**config.mk**
```make
export PLATFORM = sky130hd
export DESIGN_NAME = virtual_input_ctrl
export DESIGN_NICKNAME = d
export VERILOG_FILES = /design/src/rtl/virtual_input_ctrl.sv
export SDC_FILE = /design/constraint.sdc
export NUM_CORES = 1
export LEC_CHECK = 0
export CAP_MARGIN = 15
export CORE_ASPECT_RATIO = 1.1
export CORE_MARGIN = 2
export CORE_UTILIZATION = 54
export DETAILED_ROUTE_END_ITERATION = 8
export PLACE_DENSITY_LB_ADDON = 0.3
export RECOVER_POWER = 100
export SLEW_MARGIN = 20
export SYNTH_ARGS = -nofsm -noshare
export SYNTH_HDL_FRONTEND = slang
export SYNTH_SLANG_ARGS = --single-unit
```
**constraint.sdc**
```tcl
create_clock -name clk -period 2.6 [get_ports clk]
set_input_delay 0.26 -clock clk [delete_from_list [all_inputs] [get_ports clk]]
set_output_delay 0.26 -clock clk [all_outputs]
set_load 0.05 [all_outputs]
```
**src/rtl/virtual_input_ctrl.sv**
```systemverilog
// Virtual push-button / toggle-switch command decoder for the DE2-115 virtual board.
// A synchronised, debounced host strobe executes one command code per strobe.
module virtual_input_ctrl #(
  parameter int NUM_BTN  = 4,
  parameter int NUM_SW   = 18,
  parameter int CMD_W    = 5,
  parameter int BTN_MODE = 1,
  parameter int BTN_HOLD = 2500000,
  parameter int DEB_CYC  = 1000
) (
  input  logic               clk,
  input  logic               reset_n,
  input  logic [CMD_W-1:0]   number,
  input  logic               control,
  output logic [NUM_BTN-1:0] buttons,
  output logic [NUM_SW-1:0]  switches,
  output logic               cmd_ack,
  output logic               cmd_err
);

  localparam int               DEB_W    = $clog2(DEB_CYC + 1);
  localparam logic [DEB_W-1:0] DEB_MAX  = DEB_W'(DEB_CYC);
  localparam logic [CMD_W-1:0] CLR_CODE = {CMD_W{1'b1}};
  localparam logic [CMD_W-1:0] CODE_LIM = CMD_W'(NUM_BTN + NUM_SW);

  typedef enum logic [1:0] {
    IDLE     = 2'd0,
    EXEC     = 2'd1,
    WAIT_LOW = 2'd2
  } state_t;

  function automatic logic [DEB_W-1:0] sat_inc(input logic [DEB_W-1:0] v);
    return (v == DEB_MAX) ? v : v + DEB_W'(1);
  endfunction

  logic               sync1_q;
  logic               ctl_s_q;
  state_t             state_q, state_d;
  logic [CMD_W-1:0]   cmd_q, cmd_d;
  logic [DEB_W-1:0]   low_cnt_q, low_cnt_d;
  logic [DEB_W-1:0]   low_inc;
  logic [NUM_SW-1:0]  switches_q, switches_d;
  logic               cmd_ack_q, cmd_ack_d;
  logic               cmd_err_q, cmd_err_d;
  logic [NUM_BTN-1:0] press;
  logic               clr_lvl;
  logic               code_valid;

  // Two-flop synchroniser for the asynchronous host strobe
  always_ff @(posedge clk or negedge reset_n) begin
    if (!reset_n) begin
      sync1_q <= 1'b0;
      ctl_s_q <= 1'b0;
    end else begin
      sync1_q <= control;
      ctl_s_q <= sync1_q;
    end
  end

  assign code_valid = (cmd_q < CODE_LIM) || (cmd_q == CLR_CODE);

  always_comb begin
    state_d    = state_q;
    cmd_d      = cmd_q;
    low_cnt_d  = low_cnt_q;
    switches_d = switches_q;
    cmd_ack_d  = 1'b0;
    cmd_err_d  = 1'b0;
    press      = '0;
    clr_lvl    = 1'b0;
    low_inc    = sat_inc(low_cnt_q);
    case (state_q)
      IDLE: begin
        if (ctl_s_q) begin
          state_d = EXEC;
          cmd_d   = number;
        end
      end
      EXEC: begin
        state_d   = WAIT_LOW;
        low_cnt_d = '0;
        cmd_ack_d = code_valid;
        cmd_err_d = ~code_valid;
        for (int i = 0; i < NUM_BTN; i++) begin
          if (cmd_q == CMD_W'(NUM_BTN - 1 - i)) press[i] = 1'b1;
        end
        for (int j = 0; j < NUM_SW; j++) begin
          if (cmd_q == CMD_W'(NUM_BTN + NUM_SW - 1 - j)) switches_d[j] = ~switches_q[j];
        end
        if (cmd_q == CLR_CODE) switches_d = '0;
      end
      WAIT_LOW: begin
        // Any high sample restarts the low run; only an unbroken run re-arms
        clr_lvl = ~ctl_s_q;
        if (ctl_s_q) begin
          low_cnt_d = '0;
        end else if (low_inc == DEB_MAX) begin
          state_d   = IDLE;
          low_cnt_d = '0;
        end else begin
          low_cnt_d = low_inc;
        end
      end
      default: state_d = WAIT_LOW;
    endcase
  end

  always_ff @(posedge clk or negedge reset_n) begin
    if (!reset_n) begin
      state_q    <= WAIT_LOW;
      cmd_q      <= '0;
      low_cnt_q  <= '0;
      switches_q <= '0;
      cmd_ack_q  <= 1'b0;
      cmd_err_q  <= 1'b0;
    end else begin
      state_q    <= state_d;
      cmd_q      <= cmd_d;
      low_cnt_q  <= low_cnt_d;
      switches_q <= switches_d;
      cmd_ack_q  <= cmd_ack_d;
      cmd_err_q  <= cmd_err_d;
    end
  end

  assign switches = switches_q;
  assign cmd_ack  = cmd_ack_q;
  assign cmd_err  = cmd_err_q;

  if (BTN_MODE == 0) begin : g_level
    logic [NUM_BTN-1:0] btn_q, btn_d;

    always_comb begin
      btn_d = btn_q;
      if (|press)       btn_d = press;
      else if (clr_lvl) btn_d = '0;
    end

    always_ff @(posedge clk or negedge reset_n) begin
      if (!reset_n) btn_q <= '0;
      else          btn_q <= btn_d;
    end

    assign buttons = btn_q;
  end else begin : g_pulse
    localparam int                HOLD_W    = $clog2(BTN_HOLD + 1);
    localparam logic [HOLD_W-1:0] HOLD_LOAD = HOLD_W'(BTN_HOLD);

    function automatic logic [HOLD_W-1:0] sat_dec(input logic [HOLD_W-1:0] v);
      return (v == '0) ? v : v - HOLD_W'(1);
    endfunction

    logic [HOLD_W-1:0] hold_q [NUM_BTN];
    logic [HOLD_W-1:0] hold_d [NUM_BTN];

    // A re-press reloads instead of decrementing, so an active button never drops
    always_comb begin
      for (int i = 0; i < NUM_BTN; i++) begin
        hold_d[i] = press[i] ? HOLD_LOAD : sat_dec(hold_q[i]);
      end
    end

    always_ff @(posedge clk or negedge reset_n) begin
      if (!reset_n) begin
        for (int i = 0; i < NUM_BTN; i++) hold_q[i] <= '0;
      end else begin
        for (int i = 0; i < NUM_BTN; i++) hold_q[i] <= hold_d[i];
      end
    end

    always_comb begin
      buttons = '0;
      for (int i = 0; i < NUM_BTN; i++) buttons[i] = (hold_q[i] != '0);
    end
  end

endmodule

```
# Word level (Yosys, flattened, before mapping)
# Index checks and enable logic that the tools add are counted.
[op_classes]
n_addsub = 5
magnitude_cmp = 1
n_eq_ne = 33
muxes = 42
bitwise_logic = 19
reduce_logical = 50
[ops]
columns = ["operator", "n"]
rows = [
  ["$mux 22", 8],
  ["$logic_not 22->1", 4],
  ["$reduce_bool 22->1", 4],
  ["$sub 22x1->22 const B", 4],
  ["$eq 5x4->1 const B", 8],
  ["$reduce_and 2->1", 19],
  ["$reduce_bool 2->1", 19],
  ["$eq 5x5->1 const B", 7],
  ["$mux 10", 3],
  ["$mux 1", 24],
  ["$eq 10x10->1 const B", 2],
  ["$eq 5x3->1 const B", 4],
  ["$pmux 10 s2", 1],
  ["$not 1->1", 19],
  ["$mux 18", 1],
  ["$ne 2x2->1 const B", 7],
  ["$add 10x1->10 const B", 1],
  ["$eq 5x2->1 const B", 2],
  ["$mux 2", 3],
  ["$eq 5x1->1 const B", 1],
  ["$logic_not 5->1", 1],
  ["$lt 5x5->1 const B", 1],
  ["$mux 4", 1],
  ["$pmux 2 s2", 1],
  ["other kinds (5)", 5],
]
[word_totals]
ff_bits = 127
input_bits = 8
output_inout_bits = 24
elab_cells = 179

# Depth between registers and ports, before layout
# Gate-level depths: netlist of the first run.
[logic_depth]
depth_word = 6
mapped_depth = 10

# Least setup slack after synthesis of the first run
# Ideal clock, no wire load.
[synth_timing]
kind = "register to register"
from = "register g_pulse.hold_q[70] (netlist name)"
to = "register g_pulse.hold_q[76] (netlist name)"
arrival_ns = 2.295
required_time_ns = 2.474
path_slack_ns = 0.179
path_stages_with_launch = 7
n_path_buf = 1
period_less_slack_ns = 2.421
cell_sequence = "dfrtp_1 or4_1 or3_4 nor3_4 inv_1 buf_2 a311o_1"
[synth_between]
elab_chain_len = 3
elab_cells_between_ends = 5
cone_classes = "add/sub: 1; eq/ne: 1; mux: 2; reduce/logical: 1"
[synth_rtl]
columns = ["item", "line", "rtl"]
rows = [
  ["start: declaration", "153", "logic [HOLD_W-1:0] hold_q [NUM_BTN];"],
  ["$sub 22x1->22", "150", "return (v == '0) ? v : v - HOLD_W'(1);"],
  ["$mux 22", "150", ""],
  ["$mux 22", "159", "hold_d[i] = press[i] ? HOLD_LOAD : sat_dec(hold_q[i]);"],
]
# Several ways; a longest one is shown, not always the timed one. The select of a mux whose other input is x is not followed.
# A chain may end at the register's enable or synchronous reset.

# Final worst setup path of the first run
[layout_timing]
from = "register g_pulse.hold_q[70] (netlist name)"
to = "output port buttons[0]"
[layout_between]
elab_chain_len = 1
[layout_rtl]
columns = ["item", "line", "rtl"]
rows = [
  ["$reduce_bool 22->1", "173", "for (int i = 0; i < NUM_BTN; i++) buttons[i] = (hold_q[i] != '0);"],
  ["end: declaration", "15", "output logic [NUM_BTN-1:0] buttons,"],
]
# No other way between the ends.

==> results.yml, run 1 <==
status:
  status: "completed"
drt:
  route.vias.total: 5752
  ant_nets: 0
  wl_per_cell_um: 15.82
  dr.pass1.iters: 5
  vias_per_cell: 5.924
  drtIter0Drc: 386
  routed_wirelength_um: 15360
  drc_errors: 0
sta:
  setup_viol: 0
  fmax_mhz: 387.6
  hold_violations: 0
  slew_headroom_pct: 14.55
  drv_slew: 0
  clock_skew_ps: 8.618
  fin_crit_sh_pct: 99.24
  rsz0062_at_grt: "yes"
  fin_crit_ps: 2580
  fin_tns_setup_ps: 0
  worstMarginPinSlew_ps: 1282
placed_design:
  io_buffers: 31
  routabilityCongestion: 0.8633
  numPlacedInstances: 937
  hpwlAfterDp_um: 10580
  dpl-instance-area_um2: 7496
cts:
  clock_sinks: 127
  numCtsBuffers: 17
  clockBufferDepth: 2
  clk_pin_slew_worst_paths_ps: 60
  tritoncts: "built"
  clkLatencyLatePin_ps: 420
  h-tree-depth: 4
  cts_root_buf: "clkbuf_16"
critical_path:
  timing.rr.start: "low_cnt_q[0]"
  critPathRequiredTime_ps: 2340
  crit_type: "reg2out"
  arrival_ps: 2320
  rr_endpoint: "low_cnt_q[5]"
  rr_worst_depth: 8
  cp-end-kind: "output pin"
  cp-start-kind: "flop"
  cp-startpoint: "g_pulse.hold_q[70]"
  crit_end: "buttons[0]"
  worstPathMaxFanout: 11
  reg2reg_slack_ps: 50
synth:
  synth_area_per_cell_um2: 9.185
  yosysUniqueCellTypes: 67
  yosys_warnings: 0
  ys_ff_latch: 127
  synth_area_um2: 6889
  syn_inst: 750
  ys_async_sr_fraction_pct: 100.0
  synth_nets: 771
  seq_area_frac_synth_pct: 46.15
  synth_edf_count: 0
  synth_ff_type: "dfrtp_1"
global_routing:
  grt-ovfl-total: 0
  grt.total_usage_pct: 23.98
  first_global_vias: 5704
  grt_max_degree: 53
  antenna_found_initial: 0
  grt_first_pass_wirelength_um: 26700
pwr:
  ir_drop_uv: 611.0
  switching_share_pct: 37.44
  powerDensity_nw_per_um2: 998.1
  p_int_mw: 4.982
  leakagePower_nw: 3.367
  seq_power_share_pct: 42.6
  p_sw_mw: 2.982
  combPwrFrac_pct: 30.8
  clockPowerShare_pct: 26.6
floorplanning:
  die_h_um: 122.5
  fp.dieW_um: 111.7
  start_util_pct: 54.96
  core_area_um2: 12540
  core.rowCount: 43
  top_level_ports: 32
  die_area_um2: 13680
cells_and_area:
  final_net_count: 822
  finalNonFillerCells: 971
  syn_to_final_growth_pct: 15.82
  mostFrequentLayoutCell: "dfrtp_1"
  final_cell_mix: "dfrtp_1 (126), nor2_1 (91), nand2_1 (79)"
  fin_util_pct: 63.65
  drive_above_1_share_pct: 9.828
  stdcell_area_um2: 7979
  antennaDiodeCount: 0
job:
  drv_cap: 0
hold_path:
  hold_class: "reg2reg"
  hp-start: "sync1_q"
-- critical path: stages, from the launching register on --
cell	delay (ps)
dfrtp_1	400
or4_4	580
or3_4	390
nor3_4	230
inv_4	100
buf_4	200
-- synth_stat cells, types with 3 or more instances --
cell type | count | area share, %
nand3_1 | 32 | 2.3
nor4b_1 | 4 | 0.51
nor2b_1 | 11 | 1.0
nand2b_1 | 9 | 0.82
ha_1 | 13 | 2.4
nor2_1 | 91 | 5.0
mux2_2 | 5 | 0.82
o31ai_1 | 5 | 0.54
nor3_1 | 41 | 3.0
mux2i_1 | 3 | 0.44
o21ai_0 | 35 | 2.5
xor2_1 | 32 | 4.1
or3_1 | 8 | 0.73
nor3_2 | 3 | 0.44
nand2_1 | 79 | 4.3
buf_2 | 4 | 0.29
nor4_1 | 25 | 2.3
a211oi_1 | 7 | 0.76
xnor2_1 | 36 | 4.6
and2_1 | 6 | 0.54
inv_1 | 19 | 1.0
a21oi_1 | 32 | 2.3
nand4_1 | 14 | 1.3
or4_1 | 12 | 1.3
nand3b_1 | 4 | 0.44
dfrtp_1 | 126 | 46
clkbuf_1 | 21 | 1.1
a31oi_1 | 3 | 0.27
and3_1 | 8 | 0.73
nand4b_1 | 7 | 0.89
or4_4 | 3 | 0.49
o211ai_1 | 7 | 0.76
-- flip-flops by register name, indices dropped and copies added, names as in the netlist --
register,flops
cmd_err,1
sync1_q,1
g_pulse.hold_q,88
low_cnt_q,10
cmd_ack,1
state_q,2
cmd_q,5
ctl_s_q,1
switches,18
-- worst min path at each step --
stage / to / slack, ps / depth (start not counted)
6_report: ctl_s_q / 350 / 0
5_1_grt: ctl_s_q / 360 / 0
4_1_cts: sync1_q / 280 / 1
3_5_place_dp: ctl_s_q / 340 / 0
3_3_place_gp: g_pulse.hold_q[21] / 340 / 1
2_1_floorplan: cmd_ack / -40 / 0
-- final cells by class --
cell class              count  area [um^2]
clock buffers              21        460.4
flip-flops and latches    127         3179
fillers                  1020         4557
multi-input cells         576         3518
inverters                  19        73.82
repair buffers             60        483.0
clock inverters            11        67.56
well taps                 157        196.4
-- routing by layer --
metal / share of wire [%] / GRT usage (%)
met1: 44 / 30.43
met2: 50 / 40.30
met3: 4.6 / 4.642
met4: 2.2 / 10.57
met5: 0 / 0
-- metrics by stage --
stage                     hold slack, ps  power [mW]  setup WS, ps
after floorplan                   -35.59       5.124         178.9
after global routing               355.5       8.500        -31.75
final                              352.4       7.964         19.75
after CTS                          277.7       8.005        0.5396
after global placement             335.1       5.675         259.5
after detailed placement           342.7       5.853         168.5
-- cells by family (layout without fill, tap and decap cells) --
group	count (synthesis)	after routing	synth area share (%)
xor gates and xnor gates	68	68	8.645
and+or+nand+nor	375	375	28.71
AOI/OAI and AO/OA	112	112	10.17
buffers and inverters	47	111	2.706
adders and majority gates	13	13	2.361
muxes	8	8	1.253
DFF	127	127	46.15
-- timing repair --
| item | 4_1_cts | 5_1_grt |
|---|---|---|
| endpoints found under the setup margin | 2 | 2 |
| hold endpoints to repair | 50 | 0 |
| hold buffers | 1 | 0 |
| gates resized for setup | 3 | 1 |
| buffers inserted | 1 | 0 |
| pin swaps | 1 | 1 |
-- power by group through the flow --
stage	Sequential (mW)	Combinational, mW	Clock, mW
after floorplan	3.26	1.86	0
after global placement	3.34	2.33	0
after detailed placement	3.40	2.45	0
after CTS	3.39	2.48	2.14
after global routing	3.50	2.78	2.23
final	3.39	2.45	2.12
No activity file was read; power rests on OpenSTA's default activity.
==> inputs of run 2 (changes only) <==
--- a/config.mk
+++ b/config.mk
@@ -7,7 +7,7 @@
 export LEC_CHECK = 0
 export CAP_MARGIN = 15
 export CORE_ASPECT_RATIO = 1.1
-export CORE_MARGIN = 2
+export CORE_MARGIN = 5
 export CORE_UTILIZATION = 54
 export DETAILED_ROUTE_END_ITERATION = 8
 export PLACE_DENSITY_LB_ADDON = 0.3
==> run 2 against run 1 <==
  * Worst hold slack got worse by 3.9 ps
  * First-iteration DRC count rose by 29%
  * Via count barely moved
  * Core utilization rose by 0.17 points
  * Sequential share of layout area fell by 0.11 points
  * Register-to-register slack improved by 100 ps
  * Flip-flop and latch count did not move
  * Critical path type unchanged
==> results.yml, run 2 (synthesized netlist as in run 1, its figures left out) <==
placed_design:
  io_buffers: 31
  routabilityCongestion: 0.9248
  preCtsSetupSlack_ps: 103.5
  hpwlAfterDp_um: 10620
cells_and_area:
  drive_above_1_share_pct: 10.02
  final_cell_mix: "dfrtp_1 (126), nor2_1 (91), nand2_1 (79)"
  top_register: "g_pulse.hold_q"
  final.fill_count: 1021
  antennaDiodeCount: 0
  syn_to_final_growth_pct: 16.13
  largest_reg_flops: 88
  mostFrequentLayoutCell: "dfrtp_1"
  final_net_count: 827
  fin_util_pct: 63.82
cts:
  cts_root_buf: "clkbuf_16"
  tritoncts: "built"
  h-tree-depth: 4
  numCtsBuffers: 17
  clockBufferDepth: 2
  clk_pin_slew_worst_paths_ps: 60
  clkLatencyLatePin_ps: 420
  clock_sinks: 127
sta:
  worst_slack_ps: 106.9
  slew_headroom_pct: 27.77
  fin_crit_ps: 2493
  hold_violations: 0
  drv_slew: 0
  fin_tns_setup_ps: 0
  whs_ps: 348.5
  worstMarginPinSlew_ps: 1083
  fin_crit_sh_pct: 95.89
  clock_skew_ps: 11.75
  rsz0062_at_grt: "no"
  setup_viol: 0
  fmax_mhz: 401.1
global_routing:
  antenna_found_initial: 0
  grt.total_usage_pct: 21.22
  first_global_vias: 5792
  grt_first_pass_wirelength_um: 26620
  grt_max_degree: 42
  grt-ovfl-total: 0
floorplanning:
  start_util_pct: 54.96
  die_area_um2: 15120
  top_level_ports: 32
  fp.dieW_um: 117.7
  core.rowCount: 43
  die_h_um: 128.5
  core_area_um2: 12540
critical_path:
  cp-start-kind: "flop"
  max_stage_delay_ps: 570
  crit_chain: "or4_4 > or3_4 > nor3_4 > inv_4 > buf_6"
  critPathRequiredTime_ps: 2340
  arrival_ps: 2230
  cp-end-kind: "output pin"
  worstPathMaxFanout: 5
  crit_slowest_cell: "or4_4"
  cp-startpoint: "g_pulse.hold_q[71]"
  timing.rr.start: "g_pulse.hold_q[11]"
  crit_type: "reg2out"
drt:
  drc_errors: 0
  vias_per_cell: 5.894
  route.vias.total: 5747
  wl_per_cell_um: 15.69
  drtIter0Drc: 498
  dr.pass1.iters: 5
  routed_wirelength_um: 15300
  ant_nets: 0
pwr:
  powerDensity_nw_per_um2: 996.0
  leakagePower_nw: 3.371
  ir_drop_uv: 654.6
hold_path:
  hold_class: "reg2reg"
  hp-start: "sync1_q"
job:
  drv_cap: 0
status:
  status: "completed"
-- run 2: cell types whose count changed in the layout (fill, tap and decap cells not counted), sizes merged --
cell / change
buf: +3
clkinv: -2
clkinvlp: +2
inv: +1
-- run 2: worst paths after layout --
path / endpoint / slack (ps) / cells after the start
worst min-delay path: ctl_s_q / 350 / 0
worst max-delay path: buttons[0] / 110 / 5
max in group asynchronous: low_cnt_q[4] / 560 / 3
min in group asynchronous: g_pulse.hold_q[20] / 560 / 2
worst min register to register: ctl_s_q / 350 / 0
worst max register to register: g_pulse.hold_q[18] / 150 / 6
-- run 2: layout make-up --
cell class | count | area, um^2 | area share, %
sequential | 127 | 3179 | 39.74
timing repair buffer | 65 | 511.7 | 6.397
clock buffer | 19 | 452.9 | 5.662
tap | 157 | 196.4 | 2.455
multi-input combinational | 576 | 3497 | 43.71
clock inverter | 12 | 88.84 | 1.110
inverter | 19 | 73.82 | 0.9227
-- run 2: stage by stage --
| step | total power [mW] | area, um^2 | cells |
|---|---|---|---|
| after floorplan | 5.124 | 6889 | 750 |
| after global placement | 5.677 | 7491 | 938 |
| after detailed placement | 5.846 | 7491 | 938 |
| after CTS | 8.041 | 8061 | 972 |
| after global routing | 8.520 | 8000 | 975 |
| final | 7.968 | 8000 | 975 |
-- run 2: layer usage --
layer	routed length [um]	global-route usage, %
met5	0	0
met4	358	9.312
met3	620	4.967
met2	7515	35.85
met1	6806	26.20
-- run 2: repair_timing --
item | 4_1_cts | 5_1_grt
hold buffers | 1 | 0
setup endpoints to repair | 2 | 1
hold endpoints to repair | 38 | 0
pin swaps | 2 | 2
buffers inserted | 2 | 3
gates resized for setup | 2 | 2
-- run 2: report_power, final --
part | switching [mW] | leakage (nW) | internal, mW | total, mW
Sequential | 0.710 | 1.55 | 2.67 | 3.38
Combinational | 1.39 | 1.57 | 1.04 | 2.43
Clock | 0.893 | 0.245 | 1.26 | 2.15
-- run 2: worst max-delay path: cells and delay by family, from the launching register on --
family | cells | cell delay, ps
flops | 1 | 390
buf+inv | 2 | 220
simple gates | 3 | 1200
==> inputs of run 3 (changes only) <==
--- a/config.mk
+++ b/config.mk
@@ -12,7 +12,9 @@
 export DETAILED_ROUTE_END_ITERATION = 8
 export PLACE_DENSITY_LB_ADDON = 0.3
 export RECOVER_POWER = 100
+export SETUP_SLACK_MARGIN = 0.02
 export SLEW_MARGIN = 20
 export SYNTH_ARGS = -nofsm -noshare
 export SYNTH_HDL_FRONTEND = slang
 export SYNTH_SLANG_ARGS = --single-unit
+export TNS_END_PERCENT = 100
==> results of run 3 <==
No change in the layout: final DEF, timing and power equal those of run 2.
